==> src/rtl/plic_lite_if.sv <==
// AHB-lite slave-side bus bundle for plic_lite.
// The master drives address/control/write data; the slave returns read data and response.
interface plic_lite_if;
    logic        HSELx;
    logic [31:0] HADDR;
    logic        HWRITE;
    logic [2:0]  HSIZE;
    logic [2:0]  HBURST;
    logic [1:0]  HTRANS;
    logic        HMASTLOCK;
    logic [31:0] HWDATA;
    logic [31:0] HRDATA;
    logic        HREADY;
    logic [1:0]  HRESP;

    modport master (
        output HSELx, HADDR, HWRITE, HSIZE, HBURST, HTRANS, HMASTLOCK, HWDATA,
        input  HRDATA, HREADY, HRESP
    );

    modport slave (
        input  HSELx, HADDR, HWRITE, HSIZE, HBURST, HTRANS, HMASTLOCK, HWDATA,
        output HRDATA, HREADY, HRESP
    );
endinterface

==> src/rtl/plic_lite.sv <==
// Single-context platform interrupt controller: per-source gateway, priority, enable,
// threshold and claim/complete, exposed as a zero-wait-state AHB-lite slave.
module plic_lite #(
    parameter int unsigned NUM_SRC = 8,
    parameter int unsigned PRIO_W  = 3
) (
    input  logic               clk,
    input  logic               rst,
    input  logic [NUM_SRC-1:0] src_irq,
    plic_lite_if.slave         bus,
    output logic               irq_external
);
    localparam int unsigned ID_W = $clog2(NUM_SRC + 1);

    // Word indices (byte offset >> 2) of the fixed registers
    localparam logic [7:0] W_PENDING = 8'h20;
    localparam logic [7:0] W_ENABLE  = 8'h40;
    localparam logic [7:0] W_THRESH  = 8'h80;
    localparam logic [7:0] W_CLAIM   = 8'h81;

    typedef enum logic [1:0] {
        GW_IDLE    = 2'd0,
        GW_PENDING = 2'd1,
        GW_CLAIMED = 2'd2
    } gw_state_t;

    logic [NUM_SRC-1:0] r_sync1;
    logic [NUM_SRC-1:0] r_sync2;
    gw_state_t          r_state     [1:NUM_SRC];
    gw_state_t          w_state_nxt [1:NUM_SRC];
    logic [PRIO_W-1:0]  r_prio      [1:NUM_SRC];
    logic [NUM_SRC:0]   r_enable;
    logic [PRIO_W-1:0]  r_thr;
    logic               r_wr_valid;
    logic [7:0]         r_wr_addr;
    logic [2:0]         r_wr_size;

    logic [NUM_SRC:0]   w_pending;
    logic [ID_W-1:0]    w_best_id;
    logic [PRIO_W-1:0]  w_best_prio;
    logic               w_accept;
    logic               w_rd;
    logic               w_claim;
    logic               w_commit;
    logic               w_complete;
    logic [7:0]         w_raddr;
    logic [31:0]        w_rdata;
    logic               w_unused;

    assign bus.HREADY = 1'b1;
    assign bus.HRESP  = 2'b00;

    assign w_accept   = bus.HSELx & bus.HTRANS[1] & bus.HREADY;
    assign w_rd       = w_accept & ~bus.HWRITE;
    assign w_raddr    = bus.HADDR[9:2];
    assign w_claim    = w_rd && (w_raddr == W_CLAIM) && (w_best_id != '0);
    assign w_commit   = r_wr_valid && (r_wr_size == 3'b010);
    assign w_complete = w_commit && (r_wr_addr == W_CLAIM);
    assign w_unused   = ^{bus.HBURST, bus.HMASTLOCK, bus.HADDR[31:10], bus.HADDR[1:0]};

    always_ff @(posedge clk or posedge rst) begin
        if (rst) begin
            r_sync1 <= '0;
            r_sync2 <= '0;
        end else begin
            r_sync1 <= src_irq;
            r_sync2 <= r_sync1;
        end
    end

    // Gateway FSM: state register
    always_ff @(posedge clk or posedge rst) begin
        if (rst) begin
            for (int unsigned i = 1; i <= NUM_SRC; i++) begin
                r_state[i] <= GW_IDLE;
            end
        end else begin
            for (int unsigned i = 1; i <= NUM_SRC; i++) begin
                r_state[i] <= w_state_nxt[i];
            end
        end
    end

    // Gateway FSM: next state; claim and complete on the same edge are independent
    always_comb begin
        for (int unsigned i = 1; i <= NUM_SRC; i++) begin
            w_state_nxt[i] = r_state[i];
            case (r_state[i])
                GW_IDLE:    if (r_sync2[i-1]) w_state_nxt[i] = GW_PENDING;
                GW_PENDING: if (w_claim && (w_best_id == ID_W'(i))) w_state_nxt[i] = GW_CLAIMED;
                GW_CLAIMED: if (w_complete && (bus.HWDATA == 32'(i))) w_state_nxt[i] = GW_IDLE;
                default:    w_state_nxt[i] = GW_IDLE;
            endcase
        end
    end

    // Gateway FSM: outputs
    always_comb begin
        w_pending = '0;
        for (int unsigned i = 1; i <= NUM_SRC; i++) begin
            w_pending[i] = (r_state[i] == GW_PENDING);
        end
    end

    // Strict '>' keeps the lowest ID on equal priority
    always_comb begin
        w_best_id   = '0;
        w_best_prio = '0;
        for (int unsigned i = 1; i <= NUM_SRC; i++) begin
            if (w_pending[i] && r_enable[i] && (r_prio[i] > r_thr) && (r_prio[i] > w_best_prio)) begin
                w_best_id   = ID_W'(i);
                w_best_prio = r_prio[i];
            end
        end
    end

    always_ff @(posedge clk or posedge rst) begin
        if (rst) begin
            r_wr_valid <= 1'b0;
            r_wr_addr  <= '0;
            r_wr_size  <= '0;
        end else begin
            r_wr_valid <= w_accept & bus.HWRITE;
            if (w_accept) begin
                r_wr_addr <= bus.HADDR[9:2];
                r_wr_size <= bus.HSIZE;
            end
        end
    end

    always_ff @(posedge clk or posedge rst) begin
        if (rst) begin
            for (int unsigned i = 1; i <= NUM_SRC; i++) begin
                r_prio[i] <= '0;
            end
            r_enable <= '0;
            r_thr    <= '0;
        end else if (w_commit) begin
            for (int unsigned i = 1; i <= NUM_SRC; i++) begin
                if ((r_wr_addr[7:5] == 3'b000) && (r_wr_addr[4:0] == 5'(i))) begin
                    r_prio[i] <= bus.HWDATA[PRIO_W-1:0];
                end
            end
            if (r_wr_addr == W_ENABLE) begin
                r_enable <= {bus.HWDATA[NUM_SRC:1], 1'b0};
            end
            if (r_wr_addr == W_THRESH) begin
                r_thr <= bus.HWDATA[PRIO_W-1:0];
            end
        end
    end

    always_comb begin
        w_rdata = '0;
        if (w_raddr[7:5] == 3'b000) begin
            for (int unsigned i = 1; i <= NUM_SRC; i++) begin
                if (w_raddr[4:0] == 5'(i)) begin
                    w_rdata[PRIO_W-1:0] = r_prio[i];
                end
            end
        end else begin
            case (w_raddr)
                W_PENDING: w_rdata[NUM_SRC:0]  = w_pending;
                W_ENABLE:  w_rdata[NUM_SRC:0]  = r_enable;
                W_THRESH:  w_rdata[PRIO_W-1:0] = r_thr;
                W_CLAIM:   w_rdata[ID_W-1:0]   = w_best_id;
                default:   w_rdata = '0;
            endcase
        end
    end

    always_ff @(posedge clk or posedge rst) begin
        if (rst) begin
            bus.HRDATA   <= '0;
            irq_external <= 1'b0;
        end else begin
            if (w_rd) begin
                bus.HRDATA <= w_rdata;
            end
            irq_external <= (w_best_id != '0);
        end
    end
endmodule

==> src/flat_wrapper.sv <==
// flat-port wrapper written by rule: the top's interface ports become plain ports
module plic_lite_flat 
#(
    parameter int unsigned NUM_SRC = 8,
    parameter int unsigned PRIO_W  = 3
)
  (clk, rst, src_irq, irq_external, bus_HSELx, bus_HADDR, bus_HWRITE, bus_HSIZE, bus_HBURST, bus_HTRANS, bus_HMASTLOCK, bus_HWDATA, bus_HRDATA, bus_HREADY, bus_HRESP);
  plic_lite_if bus_i ();
  input  logic clk;
  input  logic rst;
  input  logic [NUM_SRC-1:0] src_irq;
  output logic irq_external;
  input wire logic [$bits(bus_i.HSELx)-1:0] bus_HSELx;
  input wire logic [$bits(bus_i.HADDR)-1:0] bus_HADDR;
  input wire logic [$bits(bus_i.HWRITE)-1:0] bus_HWRITE;
  input wire logic [$bits(bus_i.HSIZE)-1:0] bus_HSIZE;
  input wire logic [$bits(bus_i.HBURST)-1:0] bus_HBURST;
  input wire logic [$bits(bus_i.HTRANS)-1:0] bus_HTRANS;
  input wire logic [$bits(bus_i.HMASTLOCK)-1:0] bus_HMASTLOCK;
  input wire logic [$bits(bus_i.HWDATA)-1:0] bus_HWDATA;
  output wire logic [$bits(bus_i.HRDATA)-1:0] bus_HRDATA;
  output wire logic [$bits(bus_i.HREADY)-1:0] bus_HREADY;
  output wire logic [$bits(bus_i.HRESP)-1:0] bus_HRESP;
  assign bus_i.HSELx = bus_HSELx;
  assign bus_i.HADDR = bus_HADDR;
  assign bus_i.HWRITE = bus_HWRITE;
  assign bus_i.HSIZE = bus_HSIZE;
  assign bus_i.HBURST = bus_HBURST;
  assign bus_i.HTRANS = bus_HTRANS;
  assign bus_i.HMASTLOCK = bus_HMASTLOCK;
  assign bus_i.HWDATA = bus_HWDATA;
  assign bus_HRDATA = bus_i.HRDATA;
  assign bus_HREADY = bus_i.HREADY;
  assign bus_HRESP = bus_i.HRESP;
  plic_lite #(.NUM_SRC(NUM_SRC), .PRIO_W(PRIO_W)) u_core (.clk(clk), .rst(rst), .src_irq(src_irq), .bus(bus_i), .irq_external(irq_external));
endmodule
==> config.mk <==
export PLATFORM = sky130hd
export DESIGN_NAME = plic_lite_flat
export DESIGN_NICKNAME = d
export VERILOG_FILES = /design/src/rtl/plic_lite_if.sv /design/src/rtl/plic_lite.sv /design/src/flat_wrapper.sv
export SDC_FILE = /design/constraint.sdc
export NUM_CORES = 1
export LEC_CHECK = 0
export ABC_AREA = 1
export BUFFER_PORTS_ARGS = -buffer_cell sky130_fd_sc_hd__clkbuf_2
export CAP_MARGIN = 20
export CORE_MARGIN = 2
export CORE_UTILIZATION = 45
export CTS_BUF_LIST = sky130_fd_sc_hd__clkbuf_8
export CTS_CLUSTER_DIAMETER = 60
export DETAILED_ROUTE_END_ITERATION = 6
export MAX_ROUTING_LAYER = met4
export PLACE_DENSITY = 0.77
export SLEW_MARGIN = 25
export SYNTH_ARGS = -nofsm -noshare
export SYNTH_HDL_FRONTEND = slang
export SYNTH_SLANG_ARGS = --single-unit
export TNS_END_PERCENT = 30
==> constraint.sdc <==
create_clock -name clk -period 8.3 [get_ports clk]
set_input_delay 1.66 -clock clk [delete_from_list [all_inputs] [get_ports clk]]
set_output_delay 1.66 -clock clk [all_outputs]
set_load 0.05 [all_outputs]
-- Word-level counts from Yosys, hierarchy flattened
Cells that the tools add are included.
- bits in registers: 112
- bits of input ports: 85
- output and inout port bits: 36
- word-level logic and storage cells: 266
- order comparisons: 16
- eq/ne operators: 80
- mux-type cells: 60
- bitwise operators: 4
- reductions and logical operators: 81
- operators by type and width (cell ; number):
    == test 32 x 3 -> 1 bit, second input constant ; 4
    == test 32 x 2 -> 1 bit, second input constant ; 2
    two-way mux 3 bit ; 20
    logical AND 1 bit ; 52
    two-way mux 2 bit ; 26
    one-hot mux 2 bit (3 select lines) ; 8
    > comparator 3 bit ; 15
    == test 5 x 3 -> 1 bit, second input constant ; 8
    == test 32 x 1 -> 1 bit, second input constant ; 1
    == test 32 x 4 -> 1 bit, second input constant ; 1
    == test 8 bit, second input constant ; 4
    != test 2 x 1 -> 1 bit, second input constant ; 16
    AND reduction 3 bit ; 8
    == test 5 x 2 -> 1 bit, second input constant ; 4
    AND reduction 2 bit ; 10
    == test 2 x 1 -> 1 bit, second input constant ; 8
    == test 2 bit, second input constant ; 8
    == test 4 x 3 -> 1 bit, second input constant ; 4
    == test 8 x 7 -> 1 bit, second input constant ; 2
    logical NOT 2 bit ; 8
    != test 2 bit, second input constant ; 8
    one-hot mux 3 bit (4 select lines) ; 1
    == test 5 x 1 -> 1 bit, second input constant ; 2
    == test 5 x 4 -> 1 bit, second input constant ; 2
    15 further kinds ; 19

-- Depth between registers and ports, before layout
- depth after elaboration: 31
- gate-level depth with buffers: 65
- mapped depth without buffers: 64

-- Worst setup path before layout
OpenSTA, ideal clock, no wires.
- path kind: flip-flop to flip-flop
- start point: reg u_core.r_thr[2]
- end point: reg u_core.r_state[0] (netlist bit)
- setup time: 0.117 ns
- arrival: 8.225 ns
- required time: 8.183 ns
- setup slack: -0.042 ns
- cell stages (with the launch flop): 59
- buffers on the path: 1
- period minus slack after synthesis: 8.342 ns
- cell sequence: dfrtp_1 inv_1 ha_1 nand2_1 nor2_1 nor2_1 nand2_1 a21oi_1 inv_1 nor2_1 ha_1 nand3_1 nand2_2 nor2_4 nand2_4 o21ai_0 ha_1 nand3_1 (+23 left out) buf_6 a2bb2oi_1 ha_1 a311oi_1 nand3_1 nand2_1 o21ai_0 ha_1 nand2_1 o21ai_0 a311oi_1 nand3_1 inv_1 nor2_2 nand3_4 nand3_1 nand2_1 nand2_1
- cells in the longest elaborated chain, start to end: 30
- elaborated cells between the ends (all ways): 52
- classes of those cells: order compare (15); eq/ne (2); mux (15); reduce/logical (20)
- ends and longest elaborated chain (element ; line ; source):
    from (decl) ; plic_lite.sv:33 ; logic [PRIO_W-1:0] r_thr;
    from (signal assigned) ; plic_lite.sv:148 ; r_thr <= bus.HWDATA[PRIO_W-1:0];
    > comparator 3 bit ; plic_lite.sv:110 ; if (w_pending[i] && r_enable[i] && (r_prio[i] > r_thr) && (r_prio[i] > w_best_prio)) begin
    logical AND 1 bit (2 in series) ; plic_lite.sv:110 ;
    two-way mux 3 bit ; plic_lite.sv:110 ;
    > comparator 3 bit ; plic_lite.sv:110 ;
    logical AND 1 bit ; plic_lite.sv:110 ;
    two-way mux 3 bit ; plic_lite.sv:110 ;
    > comparator 3 bit ; plic_lite.sv:110 ;
    logical AND 1 bit ; plic_lite.sv:110 ;
    (+13 left out) ; n/a ;
    > comparator 3 bit ; plic_lite.sv:110 ;
    logical AND 1 bit ; plic_lite.sv:110 ;
    two-way mux 4 bit * ; plic_lite.sv:110 ;
    nonzero test 4 bit ; plic_lite.sv:56 ; assign w_claim = w_rd && (w_raddr == W_CLAIM) && (w_best_id != '0);
    logical AND 1 bit ; plic_lite.sv:56 ;
    logical AND 1 bit * ; plic_lite.sv:90 ; GW_PENDING: if (w_claim && (w_best_id == ID_W'(i))) w_state_nxt[i] = GW_CLAIMED;
    != test 2 bit (no line) * ; n/a ;
    AND reduction 3 bit (no line) * ; n/a ;
    to (signal, indexed assignment) ; plic_lite.sv:79 ; r_state[i] <= w_state_nxt[i];
    to (decl) ; plic_lite.sv:29 ; gw_state_t r_state [1:NUM_SRC];
Every way passes the cells marked *; elsewhere a longest branch is shown, timed or not.
A chain may end at the register's enable or synchronous reset.

-- Worst setup path in the final report
- start point: reg u_core.r_prio[23] (netlist bit)
- end point: reg u_core.r_state[4] (netlist bit)
- cells in the longest elaborated chain, start to end: 30
- elaborated cells between the ends (all ways): 39
- classes of those cells: order compare (9); eq/ne (2); mux (15); reduce/logical (13)
- ends and longest elaborated chain (element ; line ; source):
    from (decl) ; plic_lite.sv:31 ; logic [PRIO_W-1:0] r_prio [1:NUM_SRC];
    from (signal, indexed assignment) ; plic_lite.sv:141 ; r_prio[i] <= bus.HWDATA[PRIO_W-1:0];
    > comparator 3 bit ; plic_lite.sv:110 ;
    logical AND 1 bit (2 in series) ; plic_lite.sv:110 ;
    two-way mux 3 bit ; plic_lite.sv:110 ;
    > comparator 3 bit ; plic_lite.sv:110 ;
    logical AND 1 bit ; plic_lite.sv:110 ;
    two-way mux 3 bit ; plic_lite.sv:110 ;
    > comparator 3 bit ; plic_lite.sv:110 ;
    logical AND 1 bit ; plic_lite.sv:110 ;
    (+13 left out) ; n/a ;
    > comparator 3 bit ; plic_lite.sv:110 ;
    logical AND 1 bit ; plic_lite.sv:110 ;
    two-way mux 4 bit * ; plic_lite.sv:110 ;
    nonzero test 4 bit ; plic_lite.sv:56 ;
    logical AND 1 bit ; plic_lite.sv:56 ;
    logical AND 1 bit * ; plic_lite.sv:90 ;
    != test 2 bit (no line) * ; n/a ;
    AND reduction 3 bit (no line) * ; n/a ;
Marks and branches as above.

==> summary.md <==
| Metric | Value |
|---|---|
| Period utilisation layout | `0.990` |
| CORE AREA | `roughly 13000 sq um` |
| Final WL | `16500 um` |
| Fin crit period | `between 8 and 9 ns` |
| Top cell type's share of synthesized area | `0.390` |
| Core Util, Final | `0.609` |
| Clock transition at path regs | `0.08 ns` |
| Synth top area cells | `dfrtp_1, nand2_1, ha_1` |
| Root buffer cell | `clkbuf_8` |
| Setup_tns | `0 ns` |
| I/O pin total | `121` |
| Pre-CTS setup slack | `-0.490 ns` |
| Total track usage | `0.246` |
| TritonCTS clock tree | `yes` |
| Drt wl/cell | `around 16 um` |
| Worst hold path depth | `0` |
| Drt initial violations | `roughly 370` |
| Cell total after placement | `~1000` |
| WS Path Type | `flop to flop` |
| Internal power | `0.874 mW` |
| Leak | `~4.0 nW` |
| Initial antenna violation count | `0` |
| CP Capture Type | `flop` |
| Num CTS Buffers | `9` |
| DP HPWL | `around 11000 um` |
| # setup viols final | `0` |
| Post-layout total power | `1.33 mW` |
| CTS H-tree depth | `3` |
| Setup ws final | `between 0.08 and 0.09 ns` |
| NumNets Final | `just over 1000` |
| # hold bufs at CTS | `0` |
| Worst Setup Start Kind | `flop` |
| Avg Cell Area, Syn | `7.87 sq um` |
| Switching share of total power | `0.341` |
| Die X | `117 um` |
| First-pass GRT wire length | `roughly 25000 um` |
| Combinational share of power | `0.379` |
| Share of cells above drive strength 1 | `0.345` |
| Filler cells | `between 1000 and 1500` |
| Num Clock Sinks | `just under 90` |
| Grt total ovfl | `0` |
| Final instance count without filler cells | `around 1100` |
| PD cells | `around 170 nW/um^2` |
| Worst path slowest cell | `dfrtp_1` |
| Slew at the pin with the worst max-slew slack | `0.864 ns` |
| Switching Power | `about 0.45 mW` |
| DRT Pass-1 Iters | `5` |
| Worst-path fanout max | `8` |
| Max Transition Viols Final | `0` |
| Die Y | `117 um` |
| Req. time, crit path | `roughly 8.6 ns` |
| Max Clock Skew | `0.0126 ns` |
| Synth-to-layout area growth | `33.4%` |
| Hold WS | `0.351 ns` |
| Die area | `about 14000 sq um` |
| Register area share after synthesis | `0.390` |
| Synthesis warning total | `0` |
| Slowest stage delay, CP | `0.42 ns` |
| Input/output buffers | `between 60 and 70` |
| Worst hold path class | `flop to flop` |
| Post-route cell area | `about 7600 sq um` |
| Netlist Area Pre-Place | `approximately 5700 sq um` |
| Vias/cell | `approximately 5.3` |
| Synth unique cells | `45` |
| Gpl congestion | `between 0.9 and 1` |
| CP arrival | `8.53 ns` |
| Fmax | `about 0.12 GHz` |
| Status | `finished, final reports clean` |
| Async SR Flop Fraction | `1.00` |
| Critical path's most frequent cell | `nand3_2` |
| DRC errors left | `0` |
| Largest net degree at the start of global routing | `68` |
| Worst skew pair latency | `~0.37 ns` |
| Cell taking the most area after synthesis | `dfrtp_1` |
| Unrepaired setup endpoints after global routing | `yes` |
| Number of synthesized register bits | `89` |
| Cell Rows | `about 40` |
| Flop pwr share | `0.356` |
| Synth Instances | `a little over 700` |
| Max transition margin | `0.419` |
| Commonest register cell after synthesis | `dfrtp_1` |
| Clock Path Buffers | `2` |
| Starting Density | `0.456` |
| Number of synthesized flops with an enable pin | `0` |
| Worst reg2reg path depth | `between 60 and 70` |
| Final Hold Fails | `0` |
| Vias in the first global route | `about 5300` |
| Peak VDD IR | `about 0.00012 V` |
| Placed inst area | `~6500 sq um` |
| Post-DRT Antenna Nets | `0` |
| ANT cells | `0` |
| Max-Cap Viols | `0` |
| Via count | `5678` |
| Clock Power Share | `0.265` |
-- synth_stat cells (2+ instances only) --
cell,n
nor3_1,8
o211ai_1,2
inv_2,9
a22o_1,3
buf_4,26
nand3b_1,2
conb_1,2
nand2_1,166
nor2_4,5
clkbuf_1,7
o311ai_0,8
nand3_2,4
inv_1,79
nand2_4,2
dfrtp_1,89
a211oi_1,3
nand4_1,24
ha_1,41
nor2_1,51
and3_1,2
nand2_2,7
nor2_2,4
o21ai_0,63
nor4_1,12
o21ai_1,2
mux2_2,8
or2_2,3
a21oi_1,20
o221ai_1,3
a311oi_1,4
nand3_1,52
-- metal layers --
layer  global-route usage  wire (um)  vias up
met5                    -          0        -
met3               0.0384        956       55
met1                0.306       6900     2693
met2                0.392       8020      198
li1                     -          -     2732
met4                0.121        629        0
-- worst max-delay path, delay by kind of cell, from the launching register on --
family | cells | cell delay [ns]
simple gates | 35 | 3.56
fa+ha+maj | 8 | 2.01
compound gates | 12 | 1.54
buf+inv | 6 | 0.61
flops | 1 | 0.42
-- registers in the layout, indices dropped and copies added (netlist names) --
signal               cells
u_core.r_wr_addr         8
u_core.r_sync2           8
u_core.r_thr             3
u_core.r_enable          8
u_core.r_wr_valid        1
u_core.irq_external      1
u_core.bus.HRDATA        9
u_core.r_prio           24
u_core.r_wr_size         3
u_core.r_state          16
u_core.r_sync1           8
-- final cells by class --
cell class              count  area, sq um  share of cell area
clock inverters             5          106              0.0140
multi-input cells         537         3530               0.464
clock buffers               9          124              0.0163
well taps                 172          215              0.0282
inverters                  89          342              0.0448
repair buffers            161         1070               0.141
flip-flops and latches     89         2230               0.292
-- cell usage in the layout (no fill, tap or decap), drive strengths merged, types with 2 or more instances in the layout --
cell type / n
a21oi: 21
clkinv: 3
and3: 2
nand3b: 2
o311ai: 8
nor2: 60
nand3: 57
dfrtp: 89
inv: 87
bufinv: 3
o211ai: 2
o21ai: 66
a311oi: 4
or2: 4
ha: 41
o221ai: 3
nor3: 8
a211oi: 3
conb: 26
nor4: 12
clkbuf: 74
a22o: 3
mux2: 8
nand4: 24
nand2: 175
buf: 96
-- final timing paths --
kind / start / slack, ns / to
max: u_core.r_prio[23] / 0.08 / u_core.r_state[4]
min: u_core.r_sync1[0] / 0.35 / u_core.r_sync2[0]
max reg2reg: u_core.r_prio[23] / 0.08 / u_core.r_state[4]
min reg2reg: u_core.r_sync1[0] / 0.35 / u_core.r_sync2[0]
max in group asynchronous: rst / 5.91 / u_core.r_enable[3]
min in group asynchronous: rst / 1.24 / u_core.r_wr_addr[2]
-- power groups by stage --
stage / clock [mW] / combinational, mW / sequential (mW)
3_3_place_gp: 0 / 0.323 / 0.478
4_1_cts: 0.356 / 0.419 / 0.471
5_1_grt: 0.370 / 0.546 / 0.475
3_5_place_dp: 0 / 0.331 / 0.480
2_1_floorplan: 0 / 0.218 / 0.492
6_report: 0.351 / 0.503 / 0.472
-- kinds of logic after synthesis --
kind of cell,count (synthesis),synth area share
simple gates,345,0.281
buf+inv,123,0.0995
compound gates,117,0.123
flops,89,0.390
fa+ha+maj,41,0.0899
mux,8,0.0158
other cells,2,0.00132
-- repair_timing --
item,CTS,global route
gates resized for setup,57,68
hold endpoints to repair,0,0
pin swaps,48,66
setup endpoints to repair,21,21
buffers inserted,40,10
Power figures use the tool's default switching activity.
